File: config.mk
export PLATFORM = sky130hd
export DESIGN_NAME = pipe_skid_buf
export DESIGN_NICKNAME = d
export VERILOG_FILES = /design/src/rtl/pipe_skid_buf_pkg.sv /design/src/rtl/pipe_skid_buf_en_ff.sv /design/src/rtl/pipe_skid_buf.sv
export SDC_FILE = /design/constraint.sdc
export NUM_CORES = 1
export LEC_CHECK = 0
export ABC_AREA = 1
export CAP_MARGIN = 20
export CORE_ASPECT_RATIO = 0.6
export CORE_MARGIN = 4
export CORE_UTILIZATION = 50
export DETAILED_ROUTE_END_ITERATION = 6
export PLACE_DENSITY_LB_ADDON = 0.1
export SLEW_MARGIN = 40
export SYNTH_ARGS = -nofsm -noshare
export SYNTH_HDL_FRONTEND = slang
export SYNTH_SLANG_ARGS = --single-unit
export TNS_END_PERCENT = 50
File: constraint.sdc
create_clock -name clk -period 2.8 [get_ports clk]
set_input_delay 0.56 -clock clk [delete_from_list [all_inputs] [get_ports clk]]
set_output_delay 0.56 -clock clk [all_outputs]
set_load 0.02 [all_outputs]
File: src/rtl/pipe_skid_buf_pkg.sv
// Shared types for the pipeline skid buffer: state encoding and stall counter width.
// State codes are the concatenation {main_v, skid_v}; code 2'b01 is unreachable.
package pipe_pkg;

  typedef enum logic [1:0] {
    ST_EMPTY = 2'b00,
    ST_BUSY  = 2'b10,
    ST_FULL  = 2'b11
  } state_e;

  localparam int unsigned STALL_CNT_W = 32;

endpackage

File: src/rtl/pipe_skid_buf_en_ff.sv
// Load-enabled register with asynchronous active-high reset to zero.
module en_ff #(
  parameter int unsigned DATA_WIDTH = 32
) (
  input  logic                  clk,
  input  logic                  rst,
  input  logic                  en,
  input  logic [DATA_WIDTH-1:0] din,
  output logic [DATA_WIDTH-1:0] dout
);

  always_ff @(posedge clk or posedge rst) begin
    if (rst) begin
      dout <= '0;
    end else if (en) begin
      dout <= din;
    end
  end

endmodule

File: src/rtl/pipe_skid_buf.sv
// Two-entry valid/ready skid buffer between pipeline stages; in_ready is registered.
// Optional stall cycle counter enabled by defining PIPE_SKID_STALL_CNT_EN.
module pipe_skid_buf
  import pipe_pkg::*;
#(
  parameter int unsigned DATA_WIDTH = 32
) (
  input  logic                   clk,
  input  logic                   rst,
  input  logic                   flush,
  input  logic                   in_valid,
  output logic                   in_ready,
  input  logic [DATA_WIDTH-1:0]  in_data,
  output logic                   out_valid,
  input  logic                   out_ready,
  output logic [DATA_WIDTH-1:0]  out_data
`ifdef PIPE_SKID_STALL_CNT_EN
  ,
  output logic [STALL_CNT_W-1:0] stall_cnt
`endif
);

  state_e                state_q, state_d;
  logic                  main_v, skid_v;
  logic                  in_fire, out_fire;
  logic                  main_en, skid_en, main_sel_skid;
  logic [DATA_WIDTH-1:0] main_q, skid_q, main_d;

  // Valid bits are the state encoding itself.
  assign main_v   = state_q[1];
  assign skid_v   = state_q[0];
  assign in_fire  = in_valid & in_ready;
  assign out_fire = out_valid & out_ready;

  always_ff @(posedge clk or posedge rst) begin
    if (rst) begin
      state_q <= ST_EMPTY;
    end else begin
      state_q <= state_d;
    end
  end

  always_comb begin
    state_d       = state_q;
    main_en       = 1'b0;
    skid_en       = 1'b0;
    main_sel_skid = 1'b0;
    case (state_q)
      ST_EMPTY: begin
        if (in_fire) begin
          main_en = 1'b1;
          state_d = ST_BUSY;
        end
      end
      ST_BUSY: begin
        if (in_fire && out_fire) begin
          main_en = 1'b1;
        end else if (in_fire) begin
          skid_en = 1'b1;
          state_d = ST_FULL;
        end else if (out_fire) begin
          state_d = ST_EMPTY;
        end
      end
      ST_FULL: begin
        if (out_fire) begin
          main_en       = 1'b1;
          main_sel_skid = 1'b1;
          state_d       = ST_BUSY;
        end
      end
      default: state_d = ST_EMPTY;
    endcase
    // Flush overrides everything and also blocks data loads, so a dropped
    // payload never shows up on out_data.
    if (flush) begin
      state_d = ST_EMPTY;
      main_en = 1'b0;
      skid_en = 1'b0;
    end
  end

  always_comb begin
    out_valid = main_v;
    out_data  = main_q;
    in_ready  = !skid_v;
  end

  assign main_d = main_sel_skid ? skid_q : in_data;

  en_ff #(.DATA_WIDTH(DATA_WIDTH)) u_main_ff (
    .clk  (clk),
    .rst  (rst),
    .en   (main_en),
    .din  (main_d),
    .dout (main_q)
  );

  en_ff #(.DATA_WIDTH(DATA_WIDTH)) u_skid_ff (
    .clk  (clk),
    .rst  (rst),
    .en   (skid_en),
    .din  (in_data),
    .dout (skid_q)
  );

`ifdef PIPE_SKID_STALL_CNT_EN
  logic [STALL_CNT_W-1:0] stall_cnt_q;

  always_ff @(posedge clk or posedge rst) begin
    if (rst) begin
      stall_cnt_q <= '0;
    end else if (out_valid && !out_ready && (stall_cnt_q != '1)) begin
      stall_cnt_q <= stall_cnt_q + 1'b1;
    end
  end

  assign stall_cnt = stall_cnt_q;
`endif

endmodule

* After elaboration in Yosys (flattened, before gate mapping) *
Cells that the tools add are included.

cells by class
  reduce and logical (&&, ||, !) cells = 4
  shift-type cells = 0
  multipliers = 0
  order comparisons = 0
  multiplexer cells = 17
  equality and inequality tests = 6
  add/sub/neg operators = 0
  div/mod/pow operators = 0
  bitwise gates (word level) = 2

operators by type and width
  kind                                        number
  32-bit two-way mux                          1
  2-bit two-way mux                           6
  3-bit != test, second input constant        3
  1-bit two-way mux                           8
  2-bit one-hot mux with 3 select lines       1
  2-bit equality test, second input constant  2
  4-bit != test, second input constant        1
  4-bit AND reduction                         1
  1-bit one-hot mux with 3 select lines       1
  1-bit AND                                   2
  2-bit zero test                             1
  1-bit logical AND                           1
  1-bit zero test                             1

word-level totals
  bits in latches = 0
  word-level logic and storage cells = 32
  flip-flop bits (word level) = 66
  ROM bits = 0
  memories kept = 0
  output and inout bits = 34
  memory bits (writable) = 0
  input bits = 37

* Logic depth before layout (Yosys ltp) *
Gate-level depths: netlist of run 1.

  depth in word-level cells = 6
  depth in mapped cells = 9
  mapped depth without buffers = 8

* Modules after synthesis *
From an unflattened synthesis of run 1, not the netlist that was laid out.

unflattened totals
  cells, all modules = 417
  area, all modules = 3305.7 um^2

by module, submodules not included
  module         cells each  seq. area each (um^2)  instances  area each (um^2)
  en_ff          137         800.8                  2          1296.2
  pipe_skid_buf  143         50.0                   1          713.2

* Worst setup path after synthesis of run 1 *
OpenSTA, ideal clock, no wires.

  path type = reg-to-reg
  start point = register state_q[0]
  end point = register u_skid_ff.dout[10]
  setup time = 0.120 ns
  arrival = 1.507 ns
  required time = 2.680 ns
  stages on the path, launching flop included = 10
  setup slack = 1.172 ns
  path buffers = 2
  clock period less this slack = 1.628 ns
  cell sequence = dfrtp_1 > inv_2 > ha_1 > nand3_2 > nor2_8 > nand2_2 > buf_6 > buf_6 > nor2_1 > a21oi_1

on the way
  cells in the longest elaborated chain, start to end = 6
  elaborated cells on any way between the ends = 8
  classes of those cells = eq/ne (1); mux (4); bitwise (1); reduce/logical (2)

ends and longest elaborated chain
  element                                                        line                                      source
  from (decl)                                                    pipe_skid_buf.sv:23                       state_e state_q, state_d;
  from (signal assigned)                                         pipe_skid_buf.sv:39                       state_q <= state_d;
  1-bit zero test (*)                                            pipe_skid_buf.sv:86                       in_ready = !skid_v;
  via in_ready                                                   pipe_skid_buf.sv:12                       output logic in_ready,
  1-bit AND (*)                                                  pipe_skid_buf.sv:32                       assign in_fire = in_valid & in_ready;
  1-bit two-way mux / 1-bit logical AND (equally long branches)  pipe_skid_buf.sv:58, pipe_skid_buf.sv:56
  1-bit two-way mux (*)                                          pipe_skid_buf.sv:56                       if (in_fire && out_fire) begin
  1-bit two-way mux (*)                                          pipe_skid_buf.sv:48                       case (state_q)
  1-bit two-way mux (*)                                          pipe_skid_buf.sv:76                       if (flush) begin
  to (signal assigned)                                           pipe_skid_buf_en_ff.sv:16                 dout <= din;
  to (decl)                                                      pipe_skid_buf_en_ff.sv:9                  output logic [DATA_WIDTH-1:0] dout

Mark *: on every way through the listed nets, which the timed path passes. The rest lies on a longest branch.
A chain may end at the register's enable or synchronous reset.

* Worst setup path in the final report of run 1 *
  start point = register state_q[0]
  end point = output port in_ready

on the way
  cells in the longest elaborated chain, start to end = 1

ends and longest elaborated chain
  element          line
  1-bit zero test  pipe_skid_buf.sv:86
  to (decl)        pipe_skid_buf.sv:12

No other way between the ends.

==> results of run 1 <==
through the flow:
| step | utilization [%] | cells | cell area, um^2 | power (mW) | hold WS, ns |
|---|---|---|---|---|---|
| after floorplan | - | 391 | 3147 | 2.515 | 0.4425 |
| after global placement | 63.17 | 527 | 3860 | 3.156 | 0.4553 |
| after detailed placement | 63.17 | 527 | 3860 | 3.206 | 0.4581 |
| after CTS | 66.61 | 543 | 4070 | 4.069 | 0.4229 |
| after global routing | 66.61 | 543 | 4070 | 4.308 | 0.4418 |
| final | 66.61 | 543 | 4070 | 4.027 | 0.4361 |
metal layers:
| layer | wire (um) | part of all wire, % | vias to the layer above |
|---|---|---|---|
| met5 | 0 | 0 | - |
| met4 | 26 | 0.36 | 0 |
| met3 | 464 | 6.5 | 2 |
| met2 | 3048 | 42 | 81 |
| met1 | 3633 | 51 | 1207 |
| li1 | - | - | 1363 |
layout make-up:
type	instances	area (um^2)
fill	544	2041
sequential	66	1652
multi-input combinational	269	1212
timing repair buffer	76	770.7
clock buffer	11	131.4
inverter	32	120.1
tap	84	105.1
clock inverter	5	78.83
registers in the layout, indices dropped and copies added (netlist names):
signal / count
u_main_ff.dout: 32
u_skid_ff.dout: 32
state_q: 2
power by group through the flow:
stage | registers (mW) | logic [mW] | clock network [mW]
floorplan | 1.85 | 0.664 | 0
global placement | 1.61 | 1.55 | 0
detailed placement | 1.61 | 1.59 | 0
CTS | 1.60 | 1.59 | 0.874
global route | 1.65 | 1.74 | 0.915
finish | 1.61 | 1.57 | 0.848
worst max-delay path by stage:
stage	start	endpoint	depth (start not counted)
2_1_floorplan	rst	state_q[0]$_DFFE_PP0P_	1
3_3_place_gp	out_ready	u_main_ff.dout[28]$_DFFE_PP0P_	8
3_5_place_dp	out_ready	u_main_ff.dout[31]$_DFFE_PP0P_	8
4_1_cts	state_q[0]$_DFFE_PP0P_	in_ready	2
5_1_grt	state_q[0]$_DFFE_PP0P_	u_skid_ff.dout[25]$_DFFE_PP0P_	8
6_report	state_q[0]$_DFFE_PP0P_	in_ready	2
critical path, cell delays in order (launching register included):
cell and delay [ns]:
dfrtp_1 0.43, inv_2 0.12, clkdlybuf4s50_1 0.61
kinds of logic after synthesis:
logic type	after synthesis
buffers and inverters	56
and+or+nand+nor	216
DFF	66
adders and majority gates	4
AOI/OAI and AO/OA	49
cells in the final DEF, fill, tap and decap left out, drive strengths merged, types with 2 or more instances in the layout:
cell type / synthesis / routed
a21oi: 25 / 25
dfrtp: 66 / 66
inv: 32 / 32
nor2: 29 / 29
bufinv: 0 / 2
nand2: 132 / 132
buf: 19 / 6
ha: 4 / 4
o21ai: 24 / 24
nand3: 54 / 54
clkbuf: 5 / 11
clkinv: 0 / 3
clkdlybuf4s50: 0 / 70
==> reports/qor_table.md, run 1 <==
| Stage | Quantity | Reported |
|---|---|---|
| grt | GRT Overall Usage | 19.82% |
| synthesis | Synth Area in Adders | 1.590% |
| synthesis | Fraction of registers with async set or reset after synthesis | 100.0% |
| place | Placer congestion estimate | 0.7989 |
| sta | Largest clock skew in the final design | 0.006386 ns |
| place | Worst slack at placement | 0.4334 ns |
| synthesis | Synth Warn # | 0 |
| drt | Number of antenna-violating nets in the routed design | 0 |
| setup path | Worst Setup Start Kind | register |
| sta | Time the final worst path needs with I/O delays and setup | 2.065 ns |
| power and ir drop | Share of total power in the clock network | 21.1% |
| power and ir drop | Sw frac | 36.12% |
| floorplan | Io pins | 71 |
| synthesis | Synthesis-stage register bit count | 66 |
| cts | Clock latency on the worst-skew pair | 0.34 ns |
| sta | Unrepaired setup endpoints after global routing | no |
| sta | Final sum of negative setup slack | 0 ns |
| synthesis | Simple-gate area share of the yosys netlist | 29.07% |
| drt | DR pass1 iterations | 4 |
| grt | M1 GR Usage | 30.17% |
| run status | Run status | completed |
| grt | Residual overflow from global routing | 0 |
| synthesis | Nets in the synthesized netlist | 432 |
| synthesis | Parity-gate share of the synthesized area counting xor and xnor cells | 0% |
| synthesis | Leading cell types by total area after synthesis | dfrtp_1 (52%), nand2_1 (15%), nand3_1 (8.3%) |
| grt | GRT met2 Usage | 26.21% |
| cts | Register clock-pin slew on the reported worst setup and hold paths | 0.07 ns |
| grt | Pin count of the biggest net entering global routing | 60 |
| power and ir drop | Register share of total power | 39.9% |
| sta | Worst setup margin | 0.7351 ns |
| finish | Signed area change from the synthesized netlist to the final layout | 29.34% |
| sta | Slew at the pin closest to its max-slew limit | 0.6269 ns |
| power and ir drop | Combinational share of power | 39.1% |
| sta | Max frequency | 484.3 MHz |
| cts | Number of gates given a new drive strength after cts | 0 |
| place | Port bufs | 70 |
| finish | Antenna diode instance count | 0 |
| cts | TritonCTS clock tree | yes |
| drt | Routed wire length | 7173 um |
| sta | Worst max-slew margin expressed relative to the limit | 58.06% |
| run | # Max-Cap Violations | 0 |
| synthesis | Top cell type's share of synthesized area | 52.49% |
| sta | Tcrit/Tclk final | 73.75% |
| synthesis | Number of distinct library cells after synthesis | 18 |
| synthesis | Largest family of logic cells by synthesized area | simple AND/OR/NAND/NOR gates |
| cts | TritonCTS sink count | 66 |
| grt | Most Used Layer, Global Route | met1 |
| drt | Iter 0 DRT Violations | 221 |
| setup path | Register-to-Register Setup Slack | 0.79 ns |
| synthesis | Multiplexer share of the synthesized area | 0% |
| power and ir drop | Int Power | 2.572 mW |
| synthesis | Avg Cell Area, Syn | 8.048 um^2 |
| setup path | Critical setup path kind | register to output port |
| cts | CTS Root Buffer Type | clkbuf_8 |
| cts | H-tree levels | 3 |
| sta | Number of hold violations in the final report | 0 |
| grt | Number of antenna violations at the first check in global routing | 0 |
| setup path | Required arrival time at the worst endpoint | 2.24 ns |
| finish | Total Nets Final | 495 |
| drt | Via Count | 2653 |
| setup path | Critical path peak fanout | 5 |
| floorplan | Starting utilization of the core area | 51.49% |
| drt | Number of vias per cell after detailed routing | 4.886 |
| floorplan | Core Region | 6111 um^2 |
| cts | Clock buffers created by TritonCTS | 9 |
| sta | Number of max-slew violations in the final report | 0 |
| floorplan | Die H | 69.45 um |
| synthesis | Post-synth EDFFs | 0 |
| sta | Final Setup Violations | 0 |
| synthesis | List of most frequent post-synthesis cells | nand2_1 (129), dfrtp_1 (66), nand3_1 (52) |
| setup path | RR Startpoint | state_q[0]$_DFFE_PP0P_ |
| synthesis | Count leader, synth | nand2_1 |
| synthesis | Sequential area share after synthesis | 52.49% |
| floorplan | Die X | 110.4 um |
| synthesis | Compound-cell area share of the yosys netlist | 7.793% |
| synthesis | Cell taking the most area after synthesis | dfrtp_1 |
| power and ir drop | Total leakage power | 2.122 nW |
| setup path | CP Data Arrival Time | 1.50 ns |
| synthesis | Most frequently used flop master after synthesis | dfrtp_1 |
| setup path | Kind of end point of the critical path | output port |
| drt | DRC violations left | 0 |
| power and ir drop | Power per cell area | 989.5 nW/um^2 |
| cts | Max Root-Sink Buffers | 2 |
| setup path | Count of cells along the worst register-to-register path | 8 |
| min path | Worst min path class | primary input to asynchronous set/reset pin |
| power and ir drop | Worst-case vdd ir drop | 0.0004664 V |
| cts | CTS Hold Bufs | 0 |
| grt | Routing usage on met3 | 6.277% |
| grt | Via count of the first global-routing pass | 2469 |
| synthesis | Netlist Area Pre-Place | 3147 um^2 |
| cts | Setup Buffers After CTS | 0 |
| grt | Global-route wire length before repair | 12230 um |
| synthesis | Synthesized netlist cell count | 391 |
| finish | Share of post-route cells with drive strength above 1 | 6.536% |
| drt | Routed len/inst | 13.21 um |
| floorplan | Floorplan row count | 22 |
| floorplan | Area of the die | 7668 um^2 |
| power and ir drop | Net switching power figure | 1.455 mW |
| place | Detailed placement HPWL | 4797 um |
| setup path | Capture point of the worst reg-to-reg path | u_skid_ff.dout[25]$_DFFE_PP0P_ |
No activity file was read; power rests on OpenSTA's default activity.
==> run 2: changes to the inputs <==
Settings changed: CORE_UTILIZATION 50 to 45.
Clock period 2.8 ns to 1.8 ns, I/O delays scaled along.
==> run 2 against run 1 <==
Compared with the run above:
- clock power grew 99%
- design area grew 5.2%
- critical path depth shrank 1
- final cell count grew 1.8%
- die area grew 10%
- largest power group is now combinational cells
==> reports/qor_table.md, run 2 (synthesis results as in run 1) <==
| Stage | Quantity | Reported | vs previous |
|---|---|---|---|
| run status | Run status | completed | unchanged |
| power and ir drop | Total leakage power | 2.215 nW | was 2.122 nW |
| floorplan | Io pins | 71 | unchanged |
| finish | Most frequent standard cell in the layout excluding fill and tap cells | nand2_1 | unchanged |
| finish | Biggest registers after layout | u_main_ff.dout (32), u_skid_ff.dout (32), state_q (2) | unchanged |
| drt | Routed wire length | 7420 um | was 7173 um |
| drt | Iter 0 DRT Violations | 137 | was 221 |
| setup path | Start point of the critical path | u_main_ff.dout[29]$_DFFE_PP0P_ | was state_q[0]$_DFFE_PP0P_ |
| sta | Largest clock skew in the final design | 0.003739 ns | was 0.006386 ns |
| setup path | Kind of end point of the critical path | output port | unchanged |
| sta | Slew at the pin closest to its max-slew limit | 0.3675 ns | was 0.6269 ns |
| floorplan | Floorplan row count | 23 | was 22 |
| cts | CTS Root Buffer Type | clkbuf_16 | was clkbuf_8 |
| cts | TritonCTS clock tree | yes | unchanged |
| setup path | Crit path cell chain | clkdlybuf4s50_1 | was inv_2, clkdlybuf4s50_1 |
| finish | Post-layout utilization of the core | 63.56% | was 66.61% |
| sta | Number of max-slew violations in the final report | 0 | unchanged |
| grt | Global-route wire length before repair | 12660 um | was 12230 um |
| drt | Via Count | 2693 | was 2653 |
| finish | Antenna diode instance count | 0 | unchanged |
| grt | Via count of the first global-routing pass | 2569 | was 2469 |
| setup path | CP Data Arrival Time | 1.33 ns | was 1.50 ns |
| cts | Max Root-Sink Buffers | 2 | unchanged |
| sta | Unrepaired setup endpoints after global routing | no | unchanged |
| sta | Final sum of negative setup slack | 0 ns | unchanged |
| setup path | Family with the most delay on the worst path | buffers and inverters | unchanged |
| drt | DRC violations left | 0 | unchanged |
| setup path | Required arrival time at the worst endpoint | 1.44 ns | was 2.24 ns |
| setup path | Critical setup path kind | register to output port | unchanged |
| floorplan | Core Region | 6734 um^2 | was 6111 um^2 |
| cts | Clock latency on the worst-skew pair | 0.33 ns | was 0.34 ns |
| setup path | Capture point of the worst reg-to-reg path | u_skid_ff.dout[29]$_DFFE_PP0P_ | was u_skid_ff.dout[25]$_DFFE_PP0P_ |
| setup path | Count of cells along the worst register-to-register path | 8 | unchanged |
| finish | Share of post-route cells with drive strength above 1 | 7.940% | was 6.536% |
| finish | Commonest cells after routing, fill and taps aside | nand2_1 (129), clkdlybuf4s50_1 (68), dfrtp_1 (66) | was nand2_1 (129), clkdlybuf4s50_1 (70), dfrtp_1 (66) |
| cts | TritonCTS sink count | 66 | unchanged |
| place | Detailed placement HPWL | 5047 um | was 4797 um |
| sta | Final Setup Violations | 0 | unchanged |
| grt | Number of antenna violations at the first check in global routing | 0 | unchanged |
| floorplan | Die X | 116.0 um | was 110.4 um |
| finish | Total Nets Final | 502 | was 495 |
| floorplan | Area of the die | 8439 um^2 | was 7668 um^2 |
| setup path | Cell with the biggest individual delay on the critical path | clkdlybuf4s50_1 | unchanged |
| min path | Worst min path class | primary input to asynchronous set/reset pin | unchanged |
| sta | Max frequency | 591.6 MHz |  |
| setup path | Termination of the worst setup path | out_data[29] | was in_ready |
| floorplan | Starting utilization of the core area | 46.73% | was 51.49% |
| sta | Number of hold violations in the final report | 0 | unchanged |
| floorplan | Die H | 72.78 um | was 69.45 um |
| run | # Max-Cap Violations | 0 | unchanged |
| power and ir drop | Power consumption | 6.724 mW | was 4.027 mW |
| drt | Number of antenna-violating nets in the routed design | 0 | unchanged |
| sta | Tcrit/Tclk final | 93.91% |  |
| place | Port bufs | 70 | unchanged |
| cts | Clock buffers created by TritonCTS | 9 | unchanged |
| power and ir drop | Worst-case vdd ir drop | 0.0007216 V | was 0.0004664 V |
| setup path | Critical path peak fanout | 2 | was 5 |
| grt | Residual overflow from global routing | 0 | unchanged |
| setup path | Worst path max stage delay | 0.64 ns | was 0.61 ns |
| grt | GRT Overall Usage | 19.47% | was 19.82% |
| drt | DR pass1 iterations | 4 | unchanged |
| cts | H-tree levels | 3 | unchanged |
| sta | Time the final worst path needs with I/O delays and setup | 1.690 ns |  |
| drt | Routed len/inst | 13.42 um | was 13.21 um |
| setup path | Number of buffer and inverter instances along the worst setup path | 1 | was 2 |
| sta | Worst max-slew margin expressed relative to the limit | 75.50% | was 58.06% |
| setup path | CP Depth | 1 | was 2 |
| place | Placer congestion estimate | 0.8067 | was 0.7989 |
| grt | Pin count of the biggest net entering global routing | 67 | was 60 |
| setup path | Worst Setup Start Kind | register | unchanged |
| finish | Signed area change from the synthesized netlist to the final layout | 36.02% | was 29.34% |
| setup path | RR Startpoint | state_q[0]$_DFFE_PP0P_ | unchanged |
| setup path | Register-to-Register Setup Slack | 0.18 ns | was 0.79 ns |
| cts | Register clock-pin slew on the reported worst setup and hold paths | 0.05 ns | was 0.07 ns |
| drt | Number of vias per cell after detailed routing | 4.870 | was 4.886 |
| power and ir drop | Power per cell area | 1571 nW/um^2 | was 989.5 nW/um^2 |
run 2: cell count changes in the layout (fill, tap and decap cells not counted), moves of 2 or more:
| cell | change |
|---|---|
| dlygate4sd2_1 | +2 |
| clkdlybuf4s50_1 | -2 |
| clkbuf_8 | -9 |
| clkbuf_16 | +9 |
| buf_12 | +6 |
| clkinvlp_4 | +3 |
run 2: how the worst min path moves through the flow:
stage                     slack [ns]                              to                            from
final                           0.46  u_main_ff.dout[14]$_DFFE_PP0P_                             rst
after global routing            0.49   u_main_ff.dout[5]$_DFFE_PP0P_   u_main_ff.dout[5]$_DFFE_PP0P_
after CTS                       0.47  u_main_ff.dout[16]$_DFFE_PP0P_  u_main_ff.dout[16]$_DFFE_PP0P_
after detailed placement        0.46  u_main_ff.dout[16]$_DFFE_PP0P_  u_main_ff.dout[16]$_DFFE_PP0P_
after global placement          0.45   u_skid_ff.dout[0]$_DFFE_PP0P_   u_skid_ff.dout[0]$_DFFE_PP0P_
after floorplan                 0.44   u_skid_ff.dout[0]$_DFFE_PP0P_   u_skid_ff.dout[0]$_DFFE_PP0P_
run 2: area by class of cell:
| type | count | area (um^2) |
|---|---|---|
| flip-flops and latches | 66 | 1652 |
| clock inverters | 5 | 55.05 |
| clock buffers | 11 | 232.7 |
| inverters | 32 | 123.9 |
| well taps | 87 | 108.9 |
| fillers | 622 | 2454 |
| repair buffers | 83 | 895.9 |
| multi-input cells | 269 | 1212 |
run 2: worst min-delay path: cells and delay by family:
family | cells | cell delay (ns)
buf+inv | 3 | 0.82
run 2: timing repair:
item	CTS	global route
resized for setup	2	0
setup endpoints to repair	2	0
buffers inserted	0	0
hold endpoints to repair	0	0
hold buffers	0	0
run 2: power breakdown:
group	switching, mW	internal, mW
Sequential	0.334	2.16
Clock	0.619	1.07
Combinational	1.41	1.13
run 2: per-stage QoR:
step | setup WS [ns] | hold WS [ns] | cells | cell area [um^2]
after CTS | 0.09352 | 0.4724 | 553 | 4280
final | 0.1097 | 0.4558 | 553 | 4280
after global placement | 0.1066 | 0.4545 | 537 | 3995
after detailed placement | 0.04875 | 0.4588 | 537 | 3995
after floorplan | 0.1723 | 0.4425 | 391 | 3151
after global routing | 0.04935 | 0.4882 | 553 | 4280
run 2: routing by layer:
layer	vias to the layer above	track usage (%)	part of all wire (%)
li1	1380	-	-
met1	1220	27.53	48
met2	85	28.81	44
met3	8	6.297	6.7
met4	0	5.792	1.0
met5	-	0	0
